`config.mk`:
```
export PLATFORM = sky130hd
export DESIGN_NAME = rr_bus_arbiter
export DESIGN_NICKNAME = d
export VERILOG_FILES = /design/src/rtl/arb_pkg.sv /design/src/rtl/rr_pick.sv /design/src/rtl/rr_bus_arbiter.sv
export SDC_FILE = /design/constraint.sdc
export NUM_CORES = 1
export LEC_CHECK = 0
export CAP_MARGIN = 15
export CORE_MARGIN = 2
export CORE_UTILIZATION = 57
export CTS_CLUSTER_SIZE = 14
export DETAILED_ROUTE_END_ITERATION = 7
export PLACE_DENSITY = 0.88
export SKIP_CTS_REPAIR_TIMING = 1
export SLEW_MARGIN = 25
export SYNTH_ARGS = -nofsm -noshare
export SYNTH_HDL_FRONTEND = slang
export SYNTH_SLANG_ARGS = --single-unit
```
`constraint.sdc`:
```
create_clock -name clk -period 7.2 [get_ports clk]
set_clock_uncertainty 0.2 [all_clocks]
set_input_delay 1.44 -clock clk [delete_from_list [all_inputs] [get_ports clk]]
set_output_delay 1.44 -clock clk [all_outputs]
set_load 0.05 [all_outputs]
```
`src/rtl/arb_pkg.sv`:
```
// Shared definitions for the round-robin bus arbiter.
// State encoding and default sizing parameters.
package arb_pkg;

    typedef enum logic {
        IDLE  = 1'b0,
        OWNED = 1'b1
    } arb_state_t;

    localparam int DEF_NUM_REQ  = 4;
    localparam int DEF_MAX_HOLD = 16;

endpackage

```
`src/rtl/rr_pick.sv`:
```
// Wrap-around first-set search starting at ptr.
// Returns one-hot, binary index and an any-set flag.
module rr_pick #(
    parameter int NUM_REQ = 4,
    parameter int ID_W    = 2
) (
    input  logic [NUM_REQ-1:0] req,
    input  logic [ID_W-1:0]    ptr,
    output logic [NUM_REQ-1:0] onehot,
    output logic [ID_W-1:0]    index,
    output logic               any
);

    // scan upward from ptr, wrapping at NUM_REQ-1, first hit wins
    always_comb begin
        onehot = '0;
        index  = '0;
        any    = 1'b0;
        for (int i = 0; i < NUM_REQ; i++) begin
            int k;
            k = int'(ptr) + i;
            if (k >= NUM_REQ) k = k - NUM_REQ;
            if (!any && req[k]) begin
                any       = 1'b1;
                onehot[k] = 1'b1;
                index     = ID_W'(k);
            end
        end
    end

endmodule

```
`src/rtl/rr_bus_arbiter.sv`:
```
// Round-robin bus arbiter with hold limit and per-requester lock.
// Registered one-hot grant, one-cycle request-to-grant latency.
module rr_bus_arbiter
    import arb_pkg::*;
#(
    parameter int NUM_REQ  = DEF_NUM_REQ,
    parameter int MAX_HOLD = DEF_MAX_HOLD,
    parameter int ID_W     = $clog2(NUM_REQ)
) (
    input  logic               clk,
    input  logic               rst_n,
    input  logic [NUM_REQ-1:0] req,
    input  logic [NUM_REQ-1:0] lock,
    output logic [NUM_REQ-1:0] gnt,
    output logic               gnt_valid,
    output logic [ID_W-1:0]    gnt_id
);

    localparam int HW = (MAX_HOLD > 1) ? $clog2(MAX_HOLD) : 1;
    localparam logic [HW-1:0] HOLD_MAX = HW'(MAX_HOLD - 1);

    arb_state_t         state;
    logic [ID_W-1:0]    owner;
    logic [ID_W-1:0]    rr_ptr;
    logic [HW-1:0]      hold_cnt;

    logic [NUM_REQ-1:0] owner_bit;
    logic [NUM_REQ-1:0] pick_req;
    logic [NUM_REQ-1:0] pick_oh;
    logic [ID_W-1:0]    pick_idx;
    logic               pick_any;
    logic               others;
    logic               keep;

    // owner is excluded from the search, so a rotation never re-picks it
    always_comb begin
        owner_bit = '0;
        pick_req  = req;
        others    = 1'b0;
        keep      = 1'b0;
        if (state == OWNED) begin
            owner_bit = NUM_REQ'(1) << owner;
            pick_req  = req & ~owner_bit;
            others    = |pick_req;
            keep      = req[owner] &&
                        (lock[owner] || hold_cnt != HOLD_MAX || !others);
        end
    end

    rr_pick #(
        .NUM_REQ (NUM_REQ),
        .ID_W    (ID_W)
    ) u_pick (
        .req    (pick_req),
        .ptr    (rr_ptr),
        .onehot (pick_oh),
        .index  (pick_idx),
        .any    (pick_any)
    );

    // state, owner, pointer, hold counter and registered grant outputs
    always_ff @(posedge clk) begin
        if (!rst_n) begin
            state     <= IDLE;
            owner     <= '0;
            rr_ptr    <= '0;
            hold_cnt  <= '0;
            gnt       <= '0;
            gnt_valid <= 1'b0;
            gnt_id    <= '0;
        end else if (keep) begin
            if (hold_cnt != HOLD_MAX) hold_cnt <= hold_cnt + HW'(1);
        end else if (pick_any) begin
            state     <= OWNED;
            owner     <= pick_idx;
            hold_cnt  <= '0;
            gnt       <= pick_oh;
            gnt_valid <= 1'b1;
            gnt_id    <= pick_idx;
            if (int'(pick_idx) == NUM_REQ - 1) rr_ptr <= '0;
            else rr_ptr <= pick_idx + ID_W'(1);
        end else begin
            state     <= IDLE;
            owner     <= '0;
            hold_cnt  <= '0;
            gnt       <= '0;
            gnt_valid <= 1'b0;
            gnt_id    <= '0;
        end
    end

endmodule

```
# [Word level (Yosys, flattened, before mapping)]
# Index checks and enable logic that the tools add are counted.
[word_totals] in_bits=10 regBits=13 word_cells=99 out_inout_bits=7
[op_classes] n_lt_le_gt_ge=13 n_reduce_logical=17 bitwise=6 n_shift=1 eq_ne=2 n_addsub=9 muxes=46
[op_table] op="greater-or-equal comparator 32 x 1 -> 1 bit (second input constant)" n=4
[op_table] op="less-than comparator 32 x 4 -> 1 bit (second input constant)" n=4
[op_table] op="2-to-1 mux 32 bit" n=4
[op_table] op="greater-or-equal comparator 32 x 4 -> 1 bit (second input constant)" n=3
[op_table] op="subtractor 32 x 4 -> 32 bit (second input constant)" n=3
[op_table] op="2-to-1 mux 4 bit" n=6
[op_table] op="2-to-1 mux 1 bit" n=20
[op_table] op="binary-select mux 1 bit (select 2 bit)" n=6
[op_table] op="2-to-1 mux 2 bit" n=6
[op_table] op="OR 4 bit" n=3
[op_table] op="demux 1 bit (select 2 bit)" n=4
[op_table] op="logical AND 1 bit" n=8
[op_table] op="adder 2 x 2 -> 3 bit (second input constant)" n=2
[op_table] op="adder 4 x 1 -> 4 bit (second input constant)" n=1
[op_table] op="AND 4 bit" n=1
[op_table] op="logical NOT 1 bit" n=4
[op_table] op="inequality test 4 bit (second input constant)" n=1
[op_table] op="inverter 4 bit" n=1
[op_table] op="AND reduction 2 bit" n=2
[op_table] op="OR reduction 4 bit" n=1
[op_table] op="left shift 1 x 2 -> 4 bit (first input constant)" n=1
[op_table] op="subtractor 2 x 3 -> 4 bit (second input constant)" n=1
[op_table] op="adder 2 x 1 -> 3 bit (second input constant)" n=1
[op_table] op="greater-or-equal comparator 2 x 3 -> 1 bit (second input constant)" n=1
[op_table] op="other kinds (5)" n=6

# [Logic depth before layout (Yosys ltp)]
# Gate-level depths: netlist of the first run.
[logic_depth] depth_word=19 depth_mapped=9

# [By module]
# Synthesis of the first run repeated with hierarchy kept, for this count alone.
[unflattened] hier_cells=126 area_unflattened_um2=1197.4
[by_module_without_submodules] mod="rr_bus_arbiter" cells_each=78 instances=1 area_per_inst_um2=737.0
[by_module_without_submodules] mod="rr_pick" cells_each=48 instances=1 area_per_inst_um2=460.4

# [Least setup slack after synthesis of the first run]
# No wires, ideal clock.
[synth_timing] path_type="input to register" from="input port req[2]" to="register rr_ptr[1]" required_ns=6.878 path_stages=6 setup_ns=0.122 slack_ns=4.111 arrival_time_ns=2.768 n_path_buf=0 cell_sequence="mux2_1 -> o211ai_1 -> a221oi_2 -> a311oi_2 -> nor3_1 -> o311a_1"
[synth_via] elab_chain_len=17 word_cells_on_any_way=40 cone_classes="add/sub (1); eq/ne (1); mux (25); bitwise (2); reduce/logical (11)"
[synth_rtl] item="from (decl)" line="rr_bus_arbiter.sv:12" source="input logic [NUM_REQ-1:0] req,"
[synth_rtl] item="AND 4 bit" line="rr_bus_arbiter.sv:43" source="pick_req = req & ~owner_bit;"
[synth_rtl] item="2-to-1 mux 4 bit" line="rr_bus_arbiter.sv:41" source="if (state == OWNED) begin"
[synth_rtl] item="binary-select mux 1 bit (select 2 bit)" line="rr_pick.sv:23" source="if (!any && req[k]) begin"
[synth_rtl] item="2-to-1 mux 1 bit (implied by the code) (2 in series)" line="rr_pick.sv:23"
[synth_rtl] item="2-to-1 mux 1 bit" line="rr_pick.sv:23"
[synth_rtl] item="logical NOT 1 bit" line="rr_pick.sv:23"
[synth_rtl] item="logical AND 1 bit" line="rr_pick.sv:23"
[synth_rtl] item="2-to-1 mux 1 bit" line="rr_pick.sv:23"
[synth_rtl] item="logical NOT 1 bit" line="rr_pick.sv:23"
[synth_rtl] item="logical AND 1 bit" line="rr_pick.sv:23"
[synth_rtl] item="2-to-1 mux 1 bit" line="rr_pick.sv:23"
[synth_rtl] item="logical NOT 1 bit" line="rr_pick.sv:23"
[synth_rtl] item="logical AND 1 bit" line="rr_pick.sv:23"
[synth_rtl] item="2-to-1 mux 2 bit" line="rr_pick.sv:23"
[synth_rtl] item="adder 2 x 1 -> 2 bit / == test 2 x 1 -> 1 bit (equally long branches)" line="rr_bus_arbiter.sv:81, rr_bus_arbiter.sv:80"
[synth_rtl] item="2-to-1 mux 2 bit" line="rr_bus_arbiter.sv:80" source="if (int'(pick_idx) == NUM_REQ - 1) rr_ptr <= '0;"
[synth_rtl] item="to (signal assigned)" line="rr_bus_arbiter.sv:81" source="else rr_ptr <= pick_idx + ID_W'(1);"
[synth_rtl] item="to (decl)" line="rr_bus_arbiter.sv:24" source="logic [ID_W-1:0] rr_ptr;"
# Several ways; a longest one is shown, not always the timed one. The select of a mux whose other input is x is not followed.
# A chain may end at the register's enable or synchronous reset.

# [Worst setup path in the final report of the first run]
# Ends and elaborated chain as after synthesis.

==> results by group, run 1 <==
Run status
  • Outcome: completed

Critical path
  • CP Depth: 7
  • Crit path DAT: 3.55 ns
  • CP Max Fanout: 5
  • Slowest stage cell, crit path: clkdlybuf4s50_1
  • Crit. End Element: flop
  • R2r worst-path depth: 8
  • Worst-path cell chain: clkdlybuf4s50_1 -> mux2_1 -> o211ai_1 -> a221oi_2 -> a311oi_2 -> o21a_1 -> o311a_1
  • Delay-heaviest family, CP: compound AO/OA/AOI/OAI gates
  • Worst path required time: 7.15 ns
  • Worst flop-to-flop path endpoint: rr_ptr[1]
  • Worst r2r src: rr_ptr[0]
  • CP Launch Type: primary input
  • Max stage delay on crit path: between 0.5 and 0.6 ns
  • CP Buf/Inv Count: 1
  • Reg2Reg Setup Slack: 4.02 ns
  • Setup crit end: rr_ptr[1]
  • Worst setup path category: primary input to flop
  • Crit path launch: req[2]

STA
  • Final period utilization: 0.499
  • Final hold viol count: 0
  • Slew @ Worst Pin: 0.667 ns
  • Worst Slack Setup Final: 3.61 ns
  • RSZ-0062 raised after global routing: no
  • Final Setup Violations: 0
  • Final Max Slew Viols: 0
  • Max Clk Rate: 278 MHz
  • Fin Setup TNS: 0 ns
  • Worst hold slack: 0.281 ns
  • Final min period: 3.59 ns
  • Slew Limit Headroom: 0.555

GRT
  • Vias in the first global route: 1028
  • Total gr overflow: 0
  • Global-route wire length before repair: 4.26 mm
  • GRT Total Usage: 0.221
  • Initial antenna violation count: 0
  • Pin count of the biggest net entering global routing: 14

CTS
  • Num CTS Buffers: 3
  • Worst-skew pair later-pin latency: 0.26 ns
  • Root buffer selected by CTS: clkbuf_4
  • TritonCTS clock tree: yes
  • Clock slew at reported path FFs: 0.07 ns
  • CTS H-tree lvls: 1
  • Max clock buf depth: 2
  • CTS sink cnt: 13

Floorplanning
  • Io pins: 17
  • Die area: 2350 µm²
  • Core Footprint: 1920 µm²
  • Chip height: 48.5 µm
  • Initial Utilization: 0.587
  • Die width: between 40 and 50 µm
  • Row cnt: 16

Finish
  • Final cell count without fillers: 166
  • ANT cells: 0
  • Final cell utilization of the core: 0.682
  • Final nets: 159
  • Fillers: ~160
  • Layout cells sized above 1: 0.0935
  • Syn-to-layout area delta: 16.1%
  • Final instance area: 1310 µm²

Synthesis
  • EDFF count, synth: 0
  • Area leader, netlist: dfxtp_1
  • Syn avg cell area: 9.18 µm²
  • Ys Warns: 0
  • Cells after Synth: 123
  • Most frequent cell after synthesis: dfxtp_1
  • Sequential share of the synthesized area: 0.231
  • Post-synth top area share: 0.231
  • FF+latch count, synth: 13
  • Distinct cell type count after synthesis: 46
  • Synth area leaders: dfxtp_1, ha_1, a22o_1, mux2i_1, a221o_1
  • Most frequent cells after synthesis: dfxtp_1, a22o_1, ha_1
  • Synth Net Count: 142
  • Area of the mapped netlist: around 1100 µm²
  • Most used flip-flop cell after synthesis: dfxtp_1
  • Async set or reset register ratio after synthesis: 0

Routing
  • DRT iter0 DRCs: 20
  • DRC Markers: 0
  • Vias: 1049
  • Post-DR wirelength/cell: 15.3 µm
  • Post-route ant nets: 0
  • Final wirelength: 2.54 mm
  • Routed vias/inst: ~6.3
  • First-pass DRT Iterations: 4

Power and ir drop
  • Reg power frac: 0.242
  • PD cells: approximately 410 nW/µm²
  • Clk pwr share: 0.080
  • Cell-internal power: around 0.26 mW
  • Leak: 0.526 nW
  • P_sw: 0.275 mW
  • Switching Share: 0.511
  • Max IR drop VDD: 258 µV
  • Combinational power share: 0.678
  • Final Power: ~0.54 mW

Placement
  • Placed Area: around 1300 µm²
  • # port buffers: 16
  • Placed cell count: 162
  • Routability cong.: 0.868
  • DP Worst Slack: 3.37 ns
  • Hpwl dp: slightly below 2 mm

Job
  • Maxcap violations: 0

Worst hold path
  • Worst hold path type: flop to flop
[power groups by stage]
stage	Sequential (mW)	Combinational (mW)	Clock [mW]
6_report	0.131	0.365	0.0431
3_3_place_gp	0.130	0.345	0
3_5_place_dp	0.131	0.360	0
2_1_floorplan	0.157	0.264	0
5_1_grt	0.135	0.391	0.0459
4_1_cts	0.130	0.361	0.0424
[cells in the final DEF (no fill, tap or decap), types with 5 or more instances in the layout]
cell,netlist,final
inv_1,7,7
ha_1,9,9
a211oi_1,5,5
mux2i_1,5,5
nor2_1,8,8
clkdlybuf4s50_1,0,16
a22o_1,10,10
dfxtp_1,13,13
[routing by layer]
metal  part of all wire  track usage  up-vias
met5                  0            0        -
met4              0.017        0.100        0
met3              0.033       0.0123        6
met2               0.50        0.403       37
met1               0.45        0.266      487
li1                   -            -      519
[kinds of logic (layout without fill, tap and decap cells)]
group                      count (synthesis)  after routing  synth area share
buffers and inverters                     11             27            0.0576
xor gates and xnor gates                   3              3            0.0299
muxes                                     10             10             0.104
and+or+nand+nor                           30             30             0.137
DFF                                       13             13             0.231
adders and majority gates                  9              9            0.0998
AOI/OAI and AO/OA                         47             47             0.340
[final cells by class]
type | count | area (µm²) | area share
clock buffer | 4 | 26.3 | 0.0201
inverter | 7 | 26.3 | 0.0201
multi-input combinational | 99 | 803 | 0.613
sequential | 13 | 260 | 0.199
tap | 27 | 33.8 | 0.0258
timing repair buffer | 16 | 160 | 0.122
[sequential cells by signal, summed over array words and instances (netlist names)]
| signal | flops |
|---|---|
| rr_ptr | 2 |
| state | 1 |
| hold_cnt | 4 |
| gnt | 4 |
| owner | 2 |
[worst min path at each step]
stage	startpoint	endpoint	slack, ns	cells after the start
3_3_place_gp	gnt[0]	gnt[0]	0.26	1
2_1_floorplan	hold_cnt[3]	hold_cnt[2]	0.30	2
4_1_cts	gnt[1]	gnt[1]	0.29	1
5_1_grt	gnt[1]	gnt[1]	0.31	1
3_5_place_dp	gnt[0]	gnt[0]	0.27	1
6_report	gnt[1]	gnt[1]	0.28	1
Note: power is estimated with default switching activity, not from simulation.
==> run 2: changes to the inputs <==
--- a/config.mk
+++ b/config.mk
@@ -7,10 +7,10 @@
 export LEC_CHECK = 0
 export CAP_MARGIN = 15
 export CORE_MARGIN = 2
-export CORE_UTILIZATION = 57
+export CORE_UTILIZATION = 48
 export CTS_CLUSTER_SIZE = 14
 export DETAILED_ROUTE_END_ITERATION = 7
-export PLACE_DENSITY = 0.88
+export PLACE_DENSITY = 0.79
 export SKIP_CTS_REPAIR_TIMING = 1
 export SLEW_MARGIN = 25
 export SYNTH_ARGS = -nofsm -noshare
==> constraint.sdc (replaced) <==
create_clock -name clk -period 3.09 [get_ports clk]
set_clock_uncertainty 0.2 [all_clocks]
set_input_delay 0.618 -clock clk [delete_from_list [all_inputs] [get_ports clk]]
set_output_delay 0.618 -clock clk [all_outputs]
set_load 0.05 [all_outputs]
==> run 2 against run 1 <==
Compared with the run above: cell count increased by 2.4%; via count decreased by 1.2%; flip-flop and latch count unchanged; first-iteration DRC count decreased by 50%; largest cell class unchanged.
==> results by group, run 2 (same netlist as run 1, synthesis figures left out) <==
Run status
  • Outcome: completed

Power and ir drop
  • P_sw: 0.627 mW (+130%)
  • Clk pwr share: 0.078 (-0.002)
  • Leak: 0.541 nW (+2.8%)
  • Switching Share: 0.499 (-0.0123)
  • Cell-internal power: 0.630 mW (+140%)
  • Final Power: 1.26 mW (+130%)
  • Reg power frac: 0.232 (-0.010)
  • PD cells: 942 nW/µm² (+130%)
  • Combinational power share: 0.690 (+0.012)
  • Max IR drop VDD: 497 µV (+93%)

CTS
  • Max clock buf depth: 2 (unchanged)
  • CTS H-tree lvls: 1 (unchanged)
  • Clock slew at reported path FFs: 0.08 ns (about the same)
  • Num CTS Buffers: 3 (unchanged)
  • CTS sink cnt: 13 (unchanged)
  • Root buffer selected by CTS: clkbuf_4
  • TritonCTS clock tree: yes
  • Worst-skew pair later-pin latency: 0.26 ns (about the same)

Floorplanning
  • Core Footprint: 2210 µm² (+15%)
  • Initial Utilization: 0.510 (-0.0771)
  • Row cnt: 17 (+1)
  • Die width: 52.5 µm (+8.2%)
  • Chip height: 52.5 µm (+8.2%)
  • Die area: 2760 µm² (+17%)
  • Io pins: 17 (unchanged)

Critical path
  • CP Launch Type: flop
  • Setup crit end: rr_ptr[1]
  • R2r worst-path depth: 8 (unchanged)
  • Worst-path cell chain: inv_1 -> ha_1 -> inv_1 -> o211ai_2 -> a221oi_2 -> a311oi_2 -> o21a_1 -> o311a_1
  • Worst path required time: 3.04 ns (-4.11 ns)
  • CP Max Fanout: 8 (+3)
  • Reg2Reg Setup Slack: 0.20 ns (-3.82 ns)
  • Worst setup path category: flop to flop
  • Most common cell on crit path: inv_1
  • Slowest stage cell, crit path: dfxtp_1
  • Worst r2r src: rr_ptr[0]
  • Worst flop-to-flop path endpoint: rr_ptr[1]
  • Max stage delay on crit path: 0.57 ns (+0.04 ns)
  • Crit path DAT: 2.84 ns (-0.71 ns)
  • Crit path launch: rr_ptr[0]
  • Crit. End Element: flop

GRT
  • Initial antenna violation count: 0 (unchanged)
  • GRT Total Usage: 0.196 (-0.0247)
  • Total gr overflow: 0 (unchanged)
  • Vias in the first global route: 974 (-5.3%)
  • Pin count of the biggest net entering global routing: 12 (-2)
  • Global-route wire length before repair: 4.20 mm (-1.6%)

Placement
  • Hpwl dp: 1.94 mm (-1.9%)
  • Placed Area: 1310 µm² (+1.9%)
  • # port buffers: 16 (unchanged)
  • Routability cong.: 0.860 (-0.89%)

Job
  • Maxcap violations: 0 (unchanged)

STA
  • Final min period: about 2.9 ns
  • Fin Setup TNS: 0 ns (unchanged)
  • RSZ-0062 raised after global routing: no
  • Final hold viol count: 0 (unchanged)
  • Max Clk Rate: 346 MHz
  • Slew Limit Headroom: 0.668 (+0.113)
  • Final Max Slew Viols: 0 (unchanged)
  • Final Setup Violations: 0 (unchanged)
  • Final period utilization: 0.936
  • Worst hold slack: 0.286 ns (+0.00523 ns)
  • Slew @ Worst Pin: 0.497 ns (-0.170 ns)

Routing
  • First-pass DRT Iterations: 4 (unchanged)
  • DRT iter0 DRCs: 10 (-50%)
  • Final wirelength: 2.42 mm (-4.8%)
  • Vias: 1036 (-1.2%)
  • Post-DR wirelength/cell: 14.2 µm (-7.0%)
  • Post-route ant nets: 0 (unchanged)
  • DRC Markers: 0 (unchanged)
  • Routed vias/inst: 6.09 (-3.6%)

Finish
  • Commonest non-fill, non-tap cell in the layout: clkdlybuf4s50_1
  • Final nets: 162 (+1.9%)
  • Final instance area: 1330 µm² (+1.8%)
  • Layout cells sized above 1: 0.113 (+0.0192)
  • Fillers: 214 (+32%)
  • ANT cells: 0 (unchanged)
  • Final cell utilization of the core: 0.603 (-0.0787)
  • Syn-to-layout area delta: 18.2%
  • Largest regs: gnt (4), hold_cnt (4)
  • Most frequent cells in the layout: clkdlybuf4s50_1, dfxtp_1, a22o_1

Worst hold path
  • Worst hold path type: flop to flop
## run 2: per-stage QoR
stage / setup slack, ns / cells
final: 0.199 / 170
after global routing: 0.0302 / 170
after CTS: 0.246 / 170
after detailed placement: 0.0872 / 166
after global placement: 0.183 / 166
after floorplan: 0.557 / 123
## run 2: worst min-delay path by stage
stage / startpoint / endpoint / cells after the start
2_1_floorplan: hold_cnt[3] / hold_cnt[2] / 2
3_3_place_gp: gnt[1] / gnt[1] / 1
3_5_place_dp: gnt[1] / gnt[1] / 1
4_1_cts: gnt[1] / gnt[1] / 1
5_1_grt: gnt[3] / gnt[3] / 1
6_report: gnt[1] / gnt[1] / 1
## run 2: layout make-up
cell class | count | area (µm²) | share of cell area
timing repair buffer | 19 | 183 | 0.137
multi-input combinational | 99 | 803 | 0.602
tap | 28 | 35.0 | 0.0263
sequential | 13 | 260 | 0.195
clock buffer | 4 | 26.3 | 0.0197
inverter | 7 | 26.3 | 0.0197
## run 2: critical path: cells and delay by family, from the launching register on
| family | cells | cell delay, ns |
|---|---|---|
| AOI/OAI and AO/OA | 5 | 1.24 |
| adders and majority gates | 1 | 0.41 |
| buffers and inverters | 2 | 0.35 |
| DFF | 1 | 0.57 |
## run 2: power by group through the flow
stage / logic [mW] / clock network (mW) / registers (mW)
6_report: 0.868 / 0.0978 / 0.291
5_1_grt: 0.948 / 0.113 / 0.299
4_1_cts: 0.863 / 0.103 / 0.291
3_5_place_dp: 0.861 / 0 / 0.293
3_3_place_gp: 0.851 / 0 / 0.290
2_1_floorplan: 0.616 / 0 / 0.366
## run 2: routing by layer
metal  up-vias  GRT usage  share of wire
li1        524          -              -
met1       487      0.255           0.49
met2        21      0.335           0.47
met3         4     0.0114          0.025
met4         0     0.0769          0.014
met5         -          0              0
